===== config.mk =====
export PLATFORM = sky130hd
export DESIGN_NAME = fetch_unit
export DESIGN_NICKNAME = d
export VERILOG_FILES = /design/src/rtl/ooca_pkg.sv /design/src/rtl/fetch_fifo.sv /design/src/rtl/fetch_unit.sv
export SDC_FILE = /design/constraint.sdc
export NUM_CORES = 1
export LEC_CHECK = 0
export ABC_AREA = 1
export CORE_ASPECT_RATIO = 1.75
export CORE_MARGIN = 10
export CORE_UTILIZATION = 30
export DETAILED_ROUTE_END_ITERATION = 8
export GPL_ROUTABILITY_DRIVEN = 0
export SLEW_MARGIN = 20
export SYNTH_ARGS = -nofsm -noshare
export SYNTH_HDL_FRONTEND = slang
export SYNTH_SLANG_ARGS = --single-unit

===== constraint.sdc =====
create_clock -name clk -period 2.77 [get_ports clk]
set_input_delay 0.554 -clock clk [delete_from_list [all_inputs] [get_ports clk]]
set_output_delay 0.554 -clock clk [all_outputs]
set_load 0.01 [all_outputs]

===== src/rtl/ooca_pkg.sv =====
// Shared types for the fetch stage: bus widths, fetch FSM states and the
// prefetch FIFO entry layout.
package ooca_pkg;

    localparam int WORD_W = 16;
    localparam int ADDR_W = 16;

    localparam logic [WORD_W-1:0] NOP = 16'h0000;

    typedef enum logic [1:0] {
        ST_IDLE,
        ST_REQ,
        ST_WAIT
    } fetch_state_e;

    typedef struct packed {
        logic [ADDR_W-1:0] pc;
        logic [WORD_W-1:0] instr;
    } fetch_entry_t;

endpackage


===== src/rtl/fetch_fifo.sv =====
// Small prefetch FIFO between the ROM capture point and decode.
// Flush clears occupancy only; stale storage is never visible because count gates the head.
module fetch_fifo #(
    parameter int DEPTH = 2,
    parameter int W     = 32
) (
    input  logic                       clk,
    input  logic                       rst_n,
    input  logic                       push_i,
    input  logic [W-1:0]               data_i,
    input  logic                       pop_i,
    input  logic                       flush_i,
    output logic [$clog2(DEPTH):0]     count_o,
    output logic [W-1:0]               head_o
);

    localparam int AW = $clog2(DEPTH);
    localparam int CW = AW + 1;

    logic [W-1:0]  mem_q [DEPTH];
    logic [AW-1:0] wr_q, rd_q;
    logic [CW-1:0] cnt_q;

    always_ff @(posedge clk) begin
        if (push_i) mem_q[wr_q] <= data_i;
    end

    // DEPTH is a power of two, so the pointers wrap on their own.
    always_ff @(posedge clk or negedge rst_n) begin
        if (!rst_n) begin
            wr_q  <= '0;
            rd_q  <= '0;
            cnt_q <= '0;
        end else if (flush_i) begin
            wr_q  <= '0;
            rd_q  <= '0;
            cnt_q <= '0;
        end else begin
            if (push_i) wr_q <= wr_q + AW'(1);
            if (pop_i)  rd_q <= rd_q + AW'(1);
            cnt_q <= cnt_q + CW'(push_i) - CW'(pop_i);
        end
    end

    assign count_o = cnt_q;
    assign head_o  = mem_q[rd_q];

endmodule


===== src/rtl/fetch_unit.sv =====
// Instruction fetch: walks the PC, strobes the ROM, captures after ROM_LAT
// cycles and feeds decode through a prefetch FIFO with branch redirect.
module fetch_unit
    import ooca_pkg::*;
#(
    parameter logic [ADDR_W-1:0] RESET_PC = 16'h0000,
    parameter int                ROM_LAT  = 1,
    parameter int                DEPTH    = 2
) (
    input  logic              clk,
    input  logic              rst_n,
    input  logic              en,
    input  logic              redirect_valid,
    input  logic [ADDR_W-1:0] redirect_pc,
    output logic [ADDR_W-1:0] rom_addr,
    output logic [WORD_W-1:0] rom_wdata,
    output logic              rom_rd,
    output logic              rom_wr,
    output logic              rom_cs,
    input  logic [WORD_W-1:0] rom_rdata,
    output logic              instr_valid,
    output logic [WORD_W-1:0] instr,
    output logic [ADDR_W-1:0] instr_pc,
    input  logic              instr_ready
);

    localparam int             CW      = $clog2(DEPTH) + 1;
    localparam logic [2:0]     LAT_M1  = 3'(ROM_LAT - 1);
    localparam logic [CW-1:0]  DEPTH_C = CW'(DEPTH);

    fetch_state_e      state_q;
    logic [ADDR_W-1:0] pc_q, rom_addr_q;
    logic [2:0]        cnt_q;
    logic              rom_cs_q, rom_rd_q;

    logic [CW-1:0]     fifo_cnt, post_cnt;
    fetch_entry_t      head, push_data;
    logic              push, pop, capture, room_idle, room_after;

    assign instr_valid = (fifo_cnt != '0);
    assign pop         = instr_valid && instr_ready;
    assign capture     = (state_q == ST_WAIT) && (cnt_q == 3'd0);
    // A redirect discards the word landing this cycle.
    assign push        = capture && !redirect_valid;
    assign push_data   = '{pc: pc_q, instr: rom_rdata};
    assign post_cnt    = fifo_cnt + CW'(1) - CW'(pop);
    assign room_idle   = fifo_cnt < DEPTH_C;
    assign room_after  = post_cnt < DEPTH_C;

    fetch_fifo #(
        .DEPTH (DEPTH),
        .W     ($bits(fetch_entry_t))
    ) u_fifo (
        .clk     (clk),
        .rst_n   (rst_n),
        .push_i  (push),
        .data_i  (push_data),
        .pop_i   (pop),
        .flush_i (redirect_valid),
        .count_o (fifo_cnt),
        .head_o  (head)
    );

    always_ff @(posedge clk or negedge rst_n) begin
        if (!rst_n) begin
            state_q    <= ST_IDLE;
            pc_q       <= RESET_PC;
            cnt_q      <= '0;
            rom_cs_q   <= 1'b0;
            rom_rd_q   <= 1'b0;
            rom_addr_q <= '0;
        end else begin
            rom_cs_q <= 1'b0;
            rom_rd_q <= 1'b0;
            if (redirect_valid) begin
                state_q <= ST_IDLE;
                pc_q    <= redirect_pc;
                cnt_q   <= '0;
            end else begin
                case (state_q)
                    ST_IDLE: if (en && room_idle) begin
                        state_q    <= ST_REQ;
                        rom_cs_q   <= 1'b1;
                        rom_rd_q   <= 1'b1;
                        rom_addr_q <= pc_q;
                    end
                    ST_REQ: begin
                        state_q <= ST_WAIT;
                        cnt_q   <= LAT_M1;
                    end
                    ST_WAIT: if (cnt_q != 3'd0) begin
                        cnt_q <= cnt_q - 3'd1;
                    end else begin
                        pc_q <= pc_q + 16'd1;
                        // Back-to-back issue needs room after this cycle's push/pop.
                        if (en && room_after) begin
                            state_q    <= ST_REQ;
                            rom_cs_q   <= 1'b1;
                            rom_rd_q   <= 1'b1;
                            rom_addr_q <= pc_q + 16'd1;
                        end else begin
                            state_q <= ST_IDLE;
                        end
                    end
                    default: state_q <= ST_IDLE;
                endcase
            end
        end
    end

    assign rom_cs    = rom_cs_q;
    assign rom_rd    = rom_rd_q;
    assign rom_addr  = rom_addr_q;
    assign rom_wr    = 1'b0;
    assign rom_wdata = '0;
    assign instr     = instr_valid ? head.instr : '0;
    assign instr_pc  = instr_valid ? head.pc    : '0;

endmodule

== After elaboration in Yosys (flattened, before gate mapping) ==
Memory sizes are Yosys's and may differ from the RTL's.
Index checks and enable logic that the tools add are counted.
Operators by class
  $add $sub $neg: 8
  multiply operators: 0
  divide/modulo/power cells: 0
  $lt $le $gt $ge: 2
  equality and inequality tests: 9
  shifts and indexed selects: 0
  mux-type cells: 29
  bitwise operators: 1
  reductions and logical operators: 19
Operators by type and width (number)
  2-to-1 mux 16 bit: 8
  case mux 16 bit (2 select lines): 1
  adder 16 x 1 -> 16 bit (second input constant): 1
  2-to-1 mux 1 bit: 11
  nonzero test 2 bit: 5
  2-to-1 mux 2 bit: 4
  2-to-1 mux 3 bit: 2
  inequality test 2 bit (second input constant): 3
  inequality test 3 bit (second input constant): 2
  case mux 2 bit (3 select lines): 1
  case mux 3 bit (2 select lines): 1
  AND reduction 2 bit: 3
  nonzero test 3 bit: 2
  logical AND 1 bit: 5
  AND reduction 5 bit: 1
  < comparator 2 bit (second input constant): 2
  subtractor 2 x 1 -> 2 bit: 2
  logical NOT 3 bit: 1
  inequality test 3 x 2 -> 1 bit (second input constant): 1
  subtractor 3 x 1 -> 3 bit (second input constant): 1
  adder 1 bit (second input constant): 2
  adder 2 x 1 -> 2 bit: 1
  adder 2 x 1 -> 2 bit (second input constant): 1
  equality test 2 x 1 -> 1 bit (second input constant): 1
  other kinds (6): 6
Storage, ports and cells
  register bits: 42
  latch bits: 0
  memory bits (writable): 64
  memory bits (read-only): 0
  input port bits: 37
  output and inout bits: 68
  word-level logic and storage cells: 77
  memories kept: 1
Memory list
  u_fifo.mem_q: depth 2, bits a word 32, read ports 1, clocked after memory_dff 0, wr ports 1, line fetch_fifo.sv:20  | logic [W-1:0] mem_q [DEPTH];

== Depth between registers and ports, before layout ==
  depth after elaboration: 9
  gate-level depth with buffers: 13
  mapped depth without buffers: 12

== By module ==
A second synthesis with hierarchy kept.
Unflattened totals
  cells, all modules: 534
  area total of the unflattened synthesis: 5320.1 sq um
Modules (own cells, without submodules)
  fetch_fifo: instances 1, cells each 127, area each 2668.8 sq um, sequential area each 2021.9 sq um
  fetch_unit: instances 1, cells each 407, area each 2651.3 sq um, sequential area each 950.9 sq um

== Worst setup path before layout ==
No wires, ideal clock.
  path kind: reg2reg
  from: register cnt_q[0]
  to: memory u_fifo.mem_q[1][0], enable pin
  setup time: 421 ps
  data arrival time: 2417 ps
  data required time: 2349 ps
  setup slack: -68 ps
  cell stages (with the launch flop): 8
  buffers on the path: 1
  clock period less this slack: 2838 ps
  path through: dfrtp_1 inv_1 ha_1 nand2_2 nor2_4 nand2_2 buf_6 nor2_1
On the way
  word-level cells in the longest chain between the ends: 5
RTL lines
  start, declared: line fetch_unit.sv:33  | logic [2:0] cnt_q;
  start signal, assigned: line fetch_unit.sv:92  | cnt_q <= cnt_q - 3'd1;
  logical NOT 3 bit: line fetch_unit.sv:42  | assign capture = (state_q == ST_WAIT) && (cnt_q == 3'd0);
  logical AND 1 bit: line fetch_unit.sv:42
  logical AND 1 bit: line fetch_unit.sv:44  | assign push = capture && !redirect_valid;
  2-to-1 mux 1 bit: line fetch_fifo.sv:25  | if (push_i) mem_q[wr_q] <= data_i;
  2-to-1 mux 1 bit (not written as such): line fetch_fifo.sv:25
  end, declared: line fetch_fifo.sv:20
No other way between the ends.

== Worst setup path in the final report ==
  from: register u_fifo.rd_q
  to: output instr_pc[14]
On the way
  word-level cells in the longest chain between the ends: 2
RTL lines
  start, declared: line fetch_fifo.sv:21  | logic [AW-1:0] wr_q, rd_q;
  start signal, assigned: line fetch_fifo.sv:40  | if (pop_i) rd_q <= rd_q + AW'(1);
  memory read (2 x 32 bit)
  2-to-1 mux 16 bit: line fetch_unit.sv:117  | assign instr_pc = instr_valid ? head.pc : '0;
  end, declared: line fetch_unit.sv:23  | output logic [ADDR_W-1:0] instr_pc,
No other way between the ends.

==> summary.md <==
| Metric | Value |
|---|---|
| Crit path capture type | `output pin` |
| FFs w/ async S/R, synth | `approximately two fifths` |
| Clk buf depth | `2` |
| Mapped Cells | `527` |
| CP Class | `flop to output pin` |
| Area leader, netlist | `edfxtp_1` |
| Top-count cell post-synth | `nand2_1` |
| Max-slew headroom | `62.7%` |
| Die span in x | `118 um` |
| Clk Tree Root Cell | `clkbuf_16` |
| CTS tree | `built` |
| WP data required | `2.22 ns` |
| Tmin final | `between 2 and 3 ns` |
| Fin cells | `roughly 840` |
| Remaining antenna violation count | `0` |
| Average size of a mapped cell | `roughly 9.6 um^2` |
| Global Route Usage Sum | `11.0%` |
| Synth cell types | `33` |
| Critical Path, Cell by Cell | `inv_1, buf_12, nand2_1, a21oi_1, clkdlybuf4s50_1` |
| # hold bufs at CTS | `0` |
| Post-synth EDFFs | `64` |
| Post-synth top area share | `38.2%` |
| H-tree depth | `3` |
| Vias | `3739` |
| Top post-synthesis cells by area | `edfxtp_1, dfrtp_1, nand2_1` |
| Startpoint class of the critical path | `flop` |
| Initial Utilization | `30.6%` |
| RR Startpoint | `u_fifo.count_o[1]` |
| DR pass1 iterations | `6` |
| Total Routed Length | `12.5 mm` |
| Worst Clk Skew | `0.0109 ns` |
| Synth Register Bits | `106` |
| # DRC | `0` |
| DP Cell Count | `826` |
| Crit path DAT | `2.01 ns` |
| Crit-path leading delay family | `buffers and inverters` |
| Post-CTS sizing | `0` |
| Final HPWL DP | `9.29 mm` |
| Max-slew violations | `0` |
| Routed vias/inst | `4.44` |
| Buf/Inv on CP | `3` |
| # rows | `62` |
| # setup viols final | `0` |
| Pwr dens | `approximately 800 nW/um^2` |
| Hold WS | `0.179 ns` |
| CTS buffer count | `9` |
| Worst-Margin Slew | `between 0.5 and 0.6 ns` |
| Max cap viols | `0` |
| Synth Cell Area | `between 5000 and 6000 um^2` |
| Fin. Hold Viols | `0` |
| Core area | `about 16000 um^2` |
| Tcrit/Tclk final | `92.6%` |
| Main synth FF type | `edfxtp_1` |
| Clk_lat worst skew | `0.34 ns` |
| Fmax | `390 MHz` |
| Leakage power | `2.63 nW` |
| Unrepaired setup endpoints after global routing | `false` |
| Synth Warn # | `0` |
| Grt ovf | `0` |
| FF-to-FF End | `rom_addr[12]` |
| Nets | `656` |
| # port buffers | `87` |
| Layout area overhead | `27.5%` |
| 1st-iter DRT viols | `302` |
| Commonest cells in the netlist | `nand2_1, edfxtp_1, dfrtp_1` |
| Antenna violations before repair | `0` |
| Critical path peak fanout | `26` |
| Post-CTS setup buffers | `0` |
| Path category of the worst min-delay check | `input port to async pin` |
| Cells on worst reg2reg path | `14` |
| R2r setup slk | `0.65 ns` |
| Die area | `22600 um^2` |
| VDD IR-drop max | `about 0.34 mV` |
| Sequential fraction of the synthesis area | `59.0%` |
| N_diodes | `0` |
| First-pass GRT wire length | `a little under 20 mm` |
| Share of cells above drive strength 1 | `8.41%` |
| Clk sinks | `106` |
| Sum Neg Setup Slack | `0 ns` |
| Pin count of the biggest net entering global routing | `43` |
| WL/cell | `14.9 um` |
| Slowest stage cell, crit path | `clkdlybuf4s50_1` |
| Crit-path max cell delay | `0.58 ns` |
| Outcome | `finished, final reports clean` |
| Worst-path clk slew | `0.07 ns` |
| Ports | `105` |
| Vias in the first global route | `3857` |
| Die height | `~190 um` |
[report_power, final]
part | total [W] | switching (W) | leakage [nW] | internal [W]
sequential | 0.00205 | 0.000164 | 1.11 | 0.00189
clock | 0.00124 | 0.000566 | 0.148 | 0.000672
combinational | 0.00195 | 0.00104 | 1.37 | 0.000910
total | 0.00524 | 0.00177 | 2.63 | 0.00347
[stage by stage]
step | power (W) | utilization (%) | worst slack, ns | instance area (um^2)
after global placement | 0.00404 | 37.2 | 0.388 | 6120
after CTS | 0.00535 | 39.0 | 0.159 | 6410
after global routing | 0.00559 | 39.0 | 0.114 | 6420
final | 0.00524 | 39.0 | 0.205 | 6420
after detailed placement | 0.00407 | 37.2 | 0.314 | 6120
after floorplan | 0.00305 | - | 0.0454 | 5100
[logic make-up after synthesis]
logic type                 count (synthesis)  share of synthesized area, %
AOI/OAI and AO/OA                         74                          9.19
xor gates and xnor gates                   6                          1.04
adders and majority gates                  6                          1.49
buffers and inverters                     77                          7.93
DFF                                      106                          59.0
other                                      1                        0.0745
and+or+nand+nor                          257                          21.2
[layout by cell type, fill, tap and decap left out, types with 9 or more instances in the layout]
cell type,count
nand2_1,180
clkdlybuf4s50_1,86
edfxtp_1,64
dfrtp_1,42
a21oi_1,37
inv_1,35
nor2_1,30
nand3_1,27
conb_1,17
clkbuf_16,10
o21ai_0,9
[layout make-up]
cell class	instances	area, um^2
Fill cell	1668	10000
Sequential cell	106	2970
Multi-Input combinational cell	360	1740
Timing Repair Buffer	97	981
Tap cell	224	280
Clock buffer	10	250
Inverter	39	146
Clock inverter	6	46.3
[worst register-to-register path, cell delays in order (launching register included)]
cell and delay (ns):
dfrtp_1 0.46, nor2_2 0.05, buf_4 0.21, nor2_1 0.25
inv_1 0.08, ha_1 0.20, inv_1 0.06, nand2_1 0.05
nand3_2 0.11, nand2_1 0.07, nand3_2 0.06, buf_4 0.24
nor2_1 0.08, nand2_1 0.06, nand2_1 0.05
[registers in the layout, indices dropped and copies added, names as in the netlist]
signal and count:
pc_q 16, rom_rd 1, u_fifo.wr_q 1, u_fifo.count_o 2, cnt_q 3, u_fifo.mem_q 64
u_fifo.rd_q 1, state_q 2, rom_addr 16
[layer usage]
layer / share of wire (%) / up-vias / GRT usage [%]
li1: - / 1873 / -
met1: 37 / 1721 / 10.6
met2: 53 / 125 / 20.4
met3: 7.0 / 20 / 3.78
met4: 3.0 / 0 / 5.54
met5: 0 / - / 0
[worst max path at each step]
stage,slack [ns],start,depth (start not counted),end
after global routing,0.11,u_fifo.rd_q,5,instr_pc[14]
after CTS,0.16,u_fifo.rd_q,5,instr_pc[14]
after global placement,0.39,instr_ready,14,rom_addr[15]
after detailed placement,0.31,instr_ready,14,rom_addr[12]
final,0.20,u_fifo.rd_q,5,instr_pc[14]
after floorplan,0.05,cnt_q[0],6,u_fifo.mem_q[0][0]
Power figures use the tool's default switching activity.
